File: src/rtl/unscale_and_expand.sv
// Undoes a signed Q16 gain: q = trunc((x << 16) / g), computed by a 32-step
// restoring divider and saturated into a sign-extended 64-bit AXI-Stream word.
module unscale_and_expand #(
    parameter int S_AXIS_DATA_WIDTH = 16,
    parameter int M_AXIS_DATA_WIDTH = 64,
    parameter int START_BIT         = 31,
    parameter int GAIN_DATA_WIDTH   = 32,
    parameter int GAIN_DATA_Q       = 16
) (
    input  logic                         a_clk,
    input  logic                         a_rst,
    input  logic [S_AXIS_DATA_WIDTH-1:0] S_AXIS_tdata,
    input  logic                         S_AXIS_tvalid,
    output logic                         S_AXIS_tready,
    input  logic [GAIN_DATA_WIDTH-1:0]   gain,
    output logic [M_AXIS_DATA_WIDTH-1:0] M_AXIS_tdata,
    output logic                         M_AXIS_tvalid,
    input  logic                         M_AXIS_tready
);

    localparam int RW = START_BIT + 1;
    localparam int CW = $clog2(RW);
    localparam logic [RW-1:0] MAX_POS = {1'b0, {(RW-1){1'b1}}};
    localparam logic [RW-1:0] MIN_NEG = {1'b1, {(RW-1){1'b0}}};

    typedef enum logic [1:0] {IDLE, DIV, FIX, OUT} state_t;

    state_t                       r_state;
    state_t                       w_state_next;
    logic [RW-1:0]                r_quo;
    logic [RW-1:0]                r_rem;
    logic [GAIN_DATA_WIDTH-1:0]   r_div;
    logic                         r_neg;
    logic                         r_zero;
    logic [CW-1:0]                r_cnt;
    logic [RW-1:0]                r_q;

    logic [S_AXIS_DATA_WIDTH-1:0] w_x_mag;
    logic [RW-1:0]                w_dvd_init;
    logic [GAIN_DATA_WIDTH-1:0]   w_g_mag;
    logic [RW:0]                  w_shift;
    logic                         w_ge;
    logic [RW-1:0]                w_diff;
    logic [RW-1:0]                w_rem_next;
    logic [RW-1:0]                w_fix;
    logic [RW-1:0]                w_q_out;

    // Magnitudes; negating the most negative value yields its unsigned magnitude.
    assign w_x_mag    = S_AXIS_tdata[S_AXIS_DATA_WIDTH-1] ? -S_AXIS_tdata : S_AXIS_tdata;
    assign w_dvd_init = RW'({w_x_mag, {GAIN_DATA_Q{1'b0}}});
    assign w_g_mag    = gain[GAIN_DATA_WIDTH-1] ? -gain : gain;

    // One restoring step: shift in the next dividend bit, subtract if it fits.
    // A zero divisor always "fits", producing an all-ones quotient that saturates.
    assign w_shift    = {r_rem, r_quo[RW-1]};
    assign w_ge       = w_shift >= (RW+1)'(r_div);
    assign w_diff     = w_shift[RW-1:0] - RW'(r_div);
    assign w_rem_next = w_ge ? w_diff : w_shift[RW-1:0];

    always_comb begin
        w_fix = '0;
        if (r_zero) begin
            w_fix = '0;
        end else if (r_neg) begin
            w_fix = (r_quo > MIN_NEG) ? MIN_NEG : -r_quo;
        end else begin
            w_fix = (r_quo > MAX_POS) ? MAX_POS : r_quo;
        end
    end

    always_ff @(posedge a_clk) begin
        if (a_rst) begin
            r_state <= IDLE;
        end else begin
            r_state <= w_state_next;
        end
    end

    always_comb begin
        w_state_next = r_state;
        case (r_state)
            IDLE:    if (S_AXIS_tvalid) w_state_next = DIV;
            DIV:     if (r_cnt == CW'(RW-1)) w_state_next = FIX;
            FIX:     w_state_next = OUT;
            OUT:     if (M_AXIS_tready) w_state_next = IDLE;
            default: w_state_next = IDLE;
        endcase
    end

    always_comb begin
        S_AXIS_tready = (r_state == IDLE) && !a_rst;
        M_AXIS_tvalid = (r_state == OUT) && !a_rst;
    end

    always_ff @(posedge a_clk) begin
        if (a_rst) begin
            r_cnt  <= '0;
            r_q    <= '0;
            r_quo  <= '0;
            r_rem  <= '0;
            r_div  <= '0;
            r_neg  <= 1'b0;
            r_zero <= 1'b0;
        end else begin
            case (r_state)
                IDLE: begin
                    if (S_AXIS_tvalid) begin
                        r_quo  <= w_dvd_init;
                        r_rem  <= '0;
                        r_div  <= w_g_mag;
                        r_neg  <= S_AXIS_tdata[S_AXIS_DATA_WIDTH-1] ^ gain[GAIN_DATA_WIDTH-1];
                        r_zero <= (S_AXIS_tdata == '0);
                        r_cnt  <= '0;
                    end
                end
                DIV: begin
                    r_rem <= w_rem_next;
                    r_quo <= {r_quo[RW-2:0], w_ge};
                    r_cnt <= r_cnt + 1'b1;
                end
                FIX: r_q <= w_fix;
                default: ;
            endcase
        end
    end

    assign w_q_out = a_rst ? '0 : r_q;

    // Upper output bits replicate the result sign.
    genvar gi;
    generate
        for (gi = 0; gi < M_AXIS_DATA_WIDTH; gi++) begin : g_ext
            if (gi < RW) begin : g_lo
                assign M_AXIS_tdata[gi] = w_q_out[gi];
            end else begin : g_hi
                assign M_AXIS_tdata[gi] = w_q_out[RW-1];
            end
        end
    endgenerate

endmodule

File: config.mk
export PLATFORM = sky130hd
export DESIGN_NAME = unscale_and_expand
export DESIGN_NICKNAME = d
export VERILOG_FILES = /design/src/rtl/unscale_and_expand.sv
export SDC_FILE = /design/constraint.sdc
export NUM_CORES = 1
export LEC_CHECK = 0
export ABC_AREA = 1
export BUFFER_PORTS_ARGS = -buffer_cell sky130_fd_sc_hd__buf_2
export CAP_MARGIN = 20
export CORE_ASPECT_RATIO = 1.25
export CORE_MARGIN = 5
export CORE_UTILIZATION = 60
export DETAILED_ROUTE_END_ITERATION = 8
export PLACE_DENSITY = 0.81
export SYNTH_ARGS = -nofsm -noshare
export SYNTH_HDL_FRONTEND = slang
export SYNTH_SLANG_ARGS = --single-unit
File: constraint.sdc
create_clock -name a_clk -period 4.2 [get_ports a_clk]
set_input_delay 0.21 -clock a_clk [delete_from_list [all_inputs] [get_ports a_clk]]
set_output_delay 0.21 -clock a_clk [all_outputs]
set_load 0.01 [all_outputs]
==> results of run 1 <==
[final timing paths]
check | from | end | cells past startpoint
setup / recovery | r_quo[31] | r_rem[30] | 16
setup reg to reg | r_quo[31] | r_rem[30] | 16
hold reg to reg | r_div[31] | r_div[31] | 2
hold / removal | S_AXIS_tdata[0] | r_quo[16] | 3
[registers in the layout, summed over array words and instances (netlist names)]
name	count
r_zero	1
r_state	2
r_quo	32
r_rem	32
r_div	32
r_cnt	5
r_neg	1
r_q	32
[synth_stat cells, drive strengths merged, types with 2 or more instances]
library cell / n
nand4: 25
o31ai: 5
nor2: 181
dfxtp: 137
a22o: 10
o21ai: 87
a211oi: 2
nor4: 3
buf: 50
nor3: 30
clkbuf: 44
clkinv: 3
o211ai: 12
ha: 41
xnor2: 17
inv: 287
nand3b: 25
or2: 5
a221oi: 2
a21oi: 145
o311ai: 2
and2: 5
nand3: 134
a21o: 2
o21a: 2
nand2: 524
a31oi: 6
xor2: 24
[cell families after synthesis]
group,share of synthesized area
AND/OR/NAND/NOR,0.373
buffers and inverters,0.149
AO/OA/AOI/OAI,0.146
flip-flops,0.250
adder cells (fa/ha/maj),0.0486
XOR/XNOR,0.0328
[metrics by stage]
step,cell area (sq um),instances,util,worst slack [ns]
floorplan,11000,1818,-,1.90
global placement,11400,2080,0.631,1.42
detailed placement,11400,2080,0.631,1.39
CTS,12000,2112,0.664,1.37
global route,12000,2113,0.665,1.07
finish,12000,2113,0.665,1.32
[worst max-delay path, stage by stage (launching register included)]
cell                      delay [ns]
sky130_fd_sc_hd__dfxtp_1        0.72
sky130_fd_sc_hd__inv_1          0.19
sky130_fd_sc_hd__ha_1           0.27
sky130_fd_sc_hd__fa_1           0.40
sky130_fd_sc_hd__inv_1          0.09
sky130_fd_sc_hd__nand3_1        0.07
sky130_fd_sc_hd__nand3_1        0.18
sky130_fd_sc_hd__nand2_1        0.08
sky130_fd_sc_hd__nand2_1        0.14
sky130_fd_sc_hd__nand2_1        0.06
sky130_fd_sc_hd__nand2_1        0.13
sky130_fd_sc_hd__nand2_1        0.10
sky130_fd_sc_hd__nand2_1        0.08
sky130_fd_sc_hd__nand2_1        0.06
sky130_fd_sc_hd__nand3_1        0.08
sky130_fd_sc_hd__nand2_1        0.07
sky130_fd_sc_hd__a21oi_1        0.11
[layout make-up]
type	instances	area, sq um
clock buffers	19	453
clock inverters	13	129
fillers	1774	6040
inverters	290	1090
multi-input cells	1297	6590
flip-flops and latches	137	2740
well taps	228	285
repair buffers	129	691
[routing by layer]
| layer | global-route usage | vias to the layer above |
|---|---|---|
| met5 | 0 | - |
| li1 | - | 5853 |
| met4 | 0.185 | 0 |
| met2 | 0.549 | 403 |
| met3 | 0.0483 | 115 |
| met1 | 0.338 | 5308 |
[power by group]
| part | switching, W | internal, W | leakage [nW] | total [W] |
|---|---|---|---|---|
| Combinational | 0.00289 | 0.00134 | 4.72 | 0.00423 |
| Clock | 0.000636 | 0.000861 | 0.287 | 0.00150 |
| Sequential | 0.000211 | 0.00153 | 1.11 | 0.00174 |
| Total | 0.00374 | 0.00373 | 6.12 | 0.00747 |
==> qor.csv, run 1 <==
metric;value;unit
run_status;finished, final reports clean;
cts.path.max_buffers;2;
timing.slew.headroom;0.271;
synth_largest_area_cell;sky130_fd_sc_hd__dfxtp_1;
syn-instance-count;1818;
effective_utilization_at_floorplan;0.608;
max_slew_violation_count;0;
core_area;18000;sq um
routed_length_per_instance;15.7;um
overflow;0;
fin_nets;1966;
proportion_of_netlist_area_held_by_the_largest_area_contributor;0.250;
powerDensity;624;nW/um^2
routabilityCongestion;1.01;
setup_violations;0;
grt_pass1_wl;52700;um
drt_pass1_iterations;5;
post_synthesis_instance_area;11000;sq um
timing.clock.skew;0.00940;ns
std_cell_rows;55;
max-vdd-ir-drop;0.356;mV
detail_route.wirelength.met1;12700;um
postSynthRegisterBits;137;
area.growth.synth_to_final;9.31;%
critical_path.endpoint_type;register;
period_share;0.686;
antenna_diode_count;0;
cts_buffers;17;
clkLatencyLatePin;0.43;ns
route.vias.total;11700;
power_leakage;6.12;nW
yosysSeqAreaShare;0.250;
dieWidth;131;um
gr-usage-all-layers;0.309;
route.top_layer_used;met4;
hold-worst-slack;0.0717;ns
tritoncts;yes;
cts_sinks;137;
worstPathRequired;4.55;ns
detail_route.drc_violations;0;
layout_commonest_cell;sky130_fd_sc_hd__nand2_1;
pin_count_of_the_biggest_net_entering_global_routing;47;
io_pins;118;
synth.net_count;1912;
main_area_contributors_after_synthesis;sky130_fd_sc_hd__dfxtp_1, sky130_fd_sc_hd__nand2_1, sky130_fd_sc_hd__inv_1;
drt-vias-per-instance;5.53;
die-area;21100;sq um
unrepaired_setup_endpoints_after_global_routing;no;
p_total;0.00747;W
clk_pin_slew_worst_paths;0.06;ns
detailroute.wirelength.met2;16600;um
min_period;2.88;ns
numPortBuffers;117;
worst_setup_path_start_kind;register;
timing.reg2reg.setup_slack;1.32;ns
antenna_violating_nets_post_route;0;
number_of_flops_mapped_to_enable_cells_by_yosys;0;
synth-async-reset-ratio;0;
syn_area_per_cell;6.03;sq um
worstPathMaxFanout;12;
worstPathArrival;3.24;ns
cts_max_level;4;
maxClockFrequency;0.347;GHz
post-cts-setup-buffer-count;0;
dr_wl_met3;1670;um
fin_tns_setup;0;ns
mostFrequentLayoutCells;sky130_fd_sc_hd__nand2_1, sky130_fd_sc_hd__inv_1, sky130_fd_sc_hd__nor2_1;
worst-setup-path-type;register to register;
hp-class;primary input to register;
worst_margin_slew;1.09;ns
yosys_warnings;0;
synthFlopType;sky130_fd_sc_hd__dfxtp_1;
antenna_found_initial;0;
finalHoldViolations;0;
die_height;161;um
drive_gt1_frac;0.126;
cts_resized;0;
place_hpwl;25100;um
cts-hold-fix-buffers;0;
grt_pass1_vias;11000;
synthDistinctLibCells;55;
iteration_0_drc_markers;893;
cts_root_buf;sky130_fd_sc_hd__clkbuf_16;
max_cap_violations;0;
drt_wl_total;33200;um
Power figures use the tool's default switching activity.
==> inputs of run 2 (changes only) <==
--- a/config.mk
+++ b/config.mk
@@ -10,9 +10,9 @@
 export CAP_MARGIN = 20
 export CORE_ASPECT_RATIO = 1.25
 export CORE_MARGIN = 5
-export CORE_UTILIZATION = 60
+export CORE_UTILIZATION = 55
 export DETAILED_ROUTE_END_ITERATION = 8
-export PLACE_DENSITY = 0.81
+export PLACE_DENSITY = 0.78
 export SYNTH_ARGS = -nofsm -noshare
 export SYNTH_HDL_FRONTEND = slang
 export SYNTH_SLANG_ARGS = --single-unit
==> constraint.sdc (replaced) <==
create_clock -name a_clk -period 2.58 [get_ports a_clk]
set_input_delay 0.129 -clock a_clk [delete_from_list [all_inputs] [get_ports a_clk]]
set_output_delay 0.129 -clock a_clk [all_outputs]
set_load 0.01 [all_outputs]
==> run 2 against run 1 <==
Compared with the run above: register-to-register slack worse by 1.1 ns; setup slack worse by 1.1 ns; critical path type unchanged; final area is 2.0% higher; sequential share of layout area is 0.45 points lower; maximum frequency grew 20%; combinational power rose by 71%; die area is 8.4% higher.
==> qor.csv, run 2 (same netlist as run 1, synthesis figures left out) <==
metric;value;unit;change
run_status;finished, final reports clean;;unchanged
post-cts-setup-buffer-count;0;;unchanged
powerDensity;1030;nW/um^2;was 624 nW/um^2
p_comb_frac;0.574;;was 0.566
worstPathMaxFanout;4;;was 12
route.vias.total;11700;;about the same
drive_gt1_frac;0.132;;was 0.126
clkLatencyLatePin;0.43;ns;about the same
hp-class;primary input to register;;unchanged
timing.clock.skew;0.0103;ns;was 0.00940 ns
routed_length_per_instance;15.8;um;was 15.7 um
drt_wl_total;34200;um;was 33200 um
max-vdd-ir-drop;0.558;mV;was 0.356 mV
power.internal;0.00636;W;was 0.00373 W
antenna_diode_count;0;;unchanged
tritoncts;yes;;unchanged
cts_sinks;137;;unchanged
grt_pass1_wl;54900;um;was 52700 um
critical_path.endpoint_type;register;;unchanged
place_hpwl;26400;um;was 25100 um
min_period;2.39;ns;was 2.88 ns
finalInstanceArea;12200;sq um;was 12000 sq um
cts_max_level;4;;unchanged
drt_pass1_iterations;6;;was 5
antenna_violating_nets_post_route;0;;unchanged
power_leakage;6.21;nW;was 6.12 nW
worst-setup-path-type;register to register;;unchanged
power.clock.fraction;0.205;;was 0.200
die-area;22900;sq um;was 21100 sq um
multi_input_combinational_cell_area;6600;sq um;was 6590 sq um
crit_path_start;r_quo[31];;unchanged
worstPathRequired;2.88;ns;was 4.55 ns
routabilityCongestion;1.01;;about the same
worst_setup_path_start_kind;register;;unchanged
power.switching_fraction;0.495;;was 0.501
n_fill_cell;1947;;was 1774
fin_tns_setup;0;ns;unchanged
effective_utilization_at_floorplan;0.561;;was 0.608
gr-usage-all-layers;0.298;;was 0.309
std_cell_rows;57;;was 55
finalHoldViolations;0;;unchanged
mostFrequentLayoutCells;sky130_fd_sc_hd__nand2_1, sky130_fd_sc_hd__inv_1, sky130_fd_sc_hd__nor2_1;;unchanged
detail_route.drc_violations;0;;unchanged
maxClockFrequency;0.418;GHz;was 0.347 GHz
layout_commonest_cell;sky130_fd_sc_hd__nand2_1;;unchanged
iteration_0_drc_markers;737;;was 893
area.growth.synth_to_final;11.5;%;was 9.31%
max_slew_violation_count;0;;unchanged
antenna_found_initial;0;;unchanged
cts.path.max_buffers;2;;unchanged
drt-vias-per-instance;5.40;;was 5.53
overflow;0;;unchanged
setup_violations;0;;unchanged
regToRegStartpoint;r_quo[31];;unchanged
numPortBuffers;117;;unchanged
core_area;19500;sq um;was 18000 sq um
unrepaired_setup_endpoints_after_global_routing;no;;unchanged
max_cap_violations;0;;unchanged
holdCritStartpoint;gain[8];;was S_AXIS_tdata[0]
p_total;0.0126;W;was 0.00747 W
die_height;168;um;was 161 um
fin_nets;1981;;was 1966
area.sequential;2740;sq um;unchanged
cts_root_buf;sky130_fd_sc_hd__clkbuf_16;;unchanged
worst_margin_slew;0.738;ns;was 1.09 ns
grt_pass1_vias;11200;;was 11000
dieWidth;136;um;was 131 um
pwr-share-seq;0.222;;was 0.233
clk_pin_slew_worst_paths;0.06;ns;about the same
post_detailed_placement_cell_area;11600;sq um;was 11400 sq um
pin_count_of_the_biggest_net_entering_global_routing;52;;was 47
total_switching_power;0.00623;W;was 0.00374 W
worstPathArrival;2.69;ns;was 3.24 ns
cts_buffers;17;;unchanged
period_share;0.928;;was 0.686
timing.reg2reg.setup_slack;0.19;ns;was 1.32 ns
utilization;0.626;;was 0.665
io_pins;118;;unchanged
timing.slew.headroom;0.507;;was 0.271
## run 2: area by class of cell
cell class,count,share of cell area
clock buffer,19,0.0370
tap,265,0.0271
inverter,290,0.0894
sequential,137,0.224
multi-input combinational,1297,0.540
clock inverter,13,0.0129
timing repair buffer,144,0.0694
## run 2: final timing paths
kind                             endpoint  depth (start not counted)
worst max register to register  r_rem[28]                         15
worst max-delay path            r_rem[28]                         15
worst min register to register  r_div[31]                          2
worst min-delay path             r_div[8]                          3
## run 2: metal layers
metal,vias to the layer above,routed length (um),GRT usage
met5,-,0,0
met4,0,1650,0.145
met3,98,1430,0.0382
met2,346,17600,0.554
met1,5348,13500,0.329
li1,5900,-,-
## run 2: power groups by stage
stage	logic, W	clock network, W	registers [W]
after floorplan	0.00523	0	0.00272
after global placement	0.00703	0	0.00281
after detailed placement	0.00709	0	0.00282
after CTS	0.00714	0.00258	0.00278
after global routing	0.00798	0.00267	0.00282
final	0.00722	0.00258	0.00279
## run 2: critical path, stage by stage, from the launching register on
cell	delay, ns
sky130_fd_sc_hd__dfxtp_1	0.34
sky130_fd_sc_hd__inv_1	0.08
sky130_fd_sc_hd__ha_1	0.23
sky130_fd_sc_hd__fa_1	0.41
sky130_fd_sc_hd__inv_1	0.09
sky130_fd_sc_hd__nand3_1	0.08
sky130_fd_sc_hd__nand3_2	0.13
sky130_fd_sc_hd__nand2_1	0.10
sky130_fd_sc_hd__nand2_2	0.13
sky130_fd_sc_hd__nand2_1	0.06
sky130_fd_sc_hd__nand2_1	0.15
sky130_fd_sc_hd__nand2_1	0.11
sky130_fd_sc_hd__nand3_1	0.10
sky130_fd_sc_hd__nand3_1	0.10
sky130_fd_sc_hd__nand2_1	0.09
sky130_fd_sc_hd__a21oi_1	0.06
## run 2: timing repair
item                                    4_1_cts  5_1_grt
hold endpoints to repair                      3        0
endpoints found under the setup margin        0        1
hold buffers                                  3        0
resized for setup                             0        2
## run 2: metrics by stage
step	worst slack [ns]	hold WS [ns]	instances
after floorplan	0.282	0.271	1818
after global placement	0.208	0.415	2130
after detailed placement	0.122	0.415	2130
after CTS	0.0993	0.0150	2165
after global routing	0.0393	0.0356	2165
final	0.186	0.0274	2165
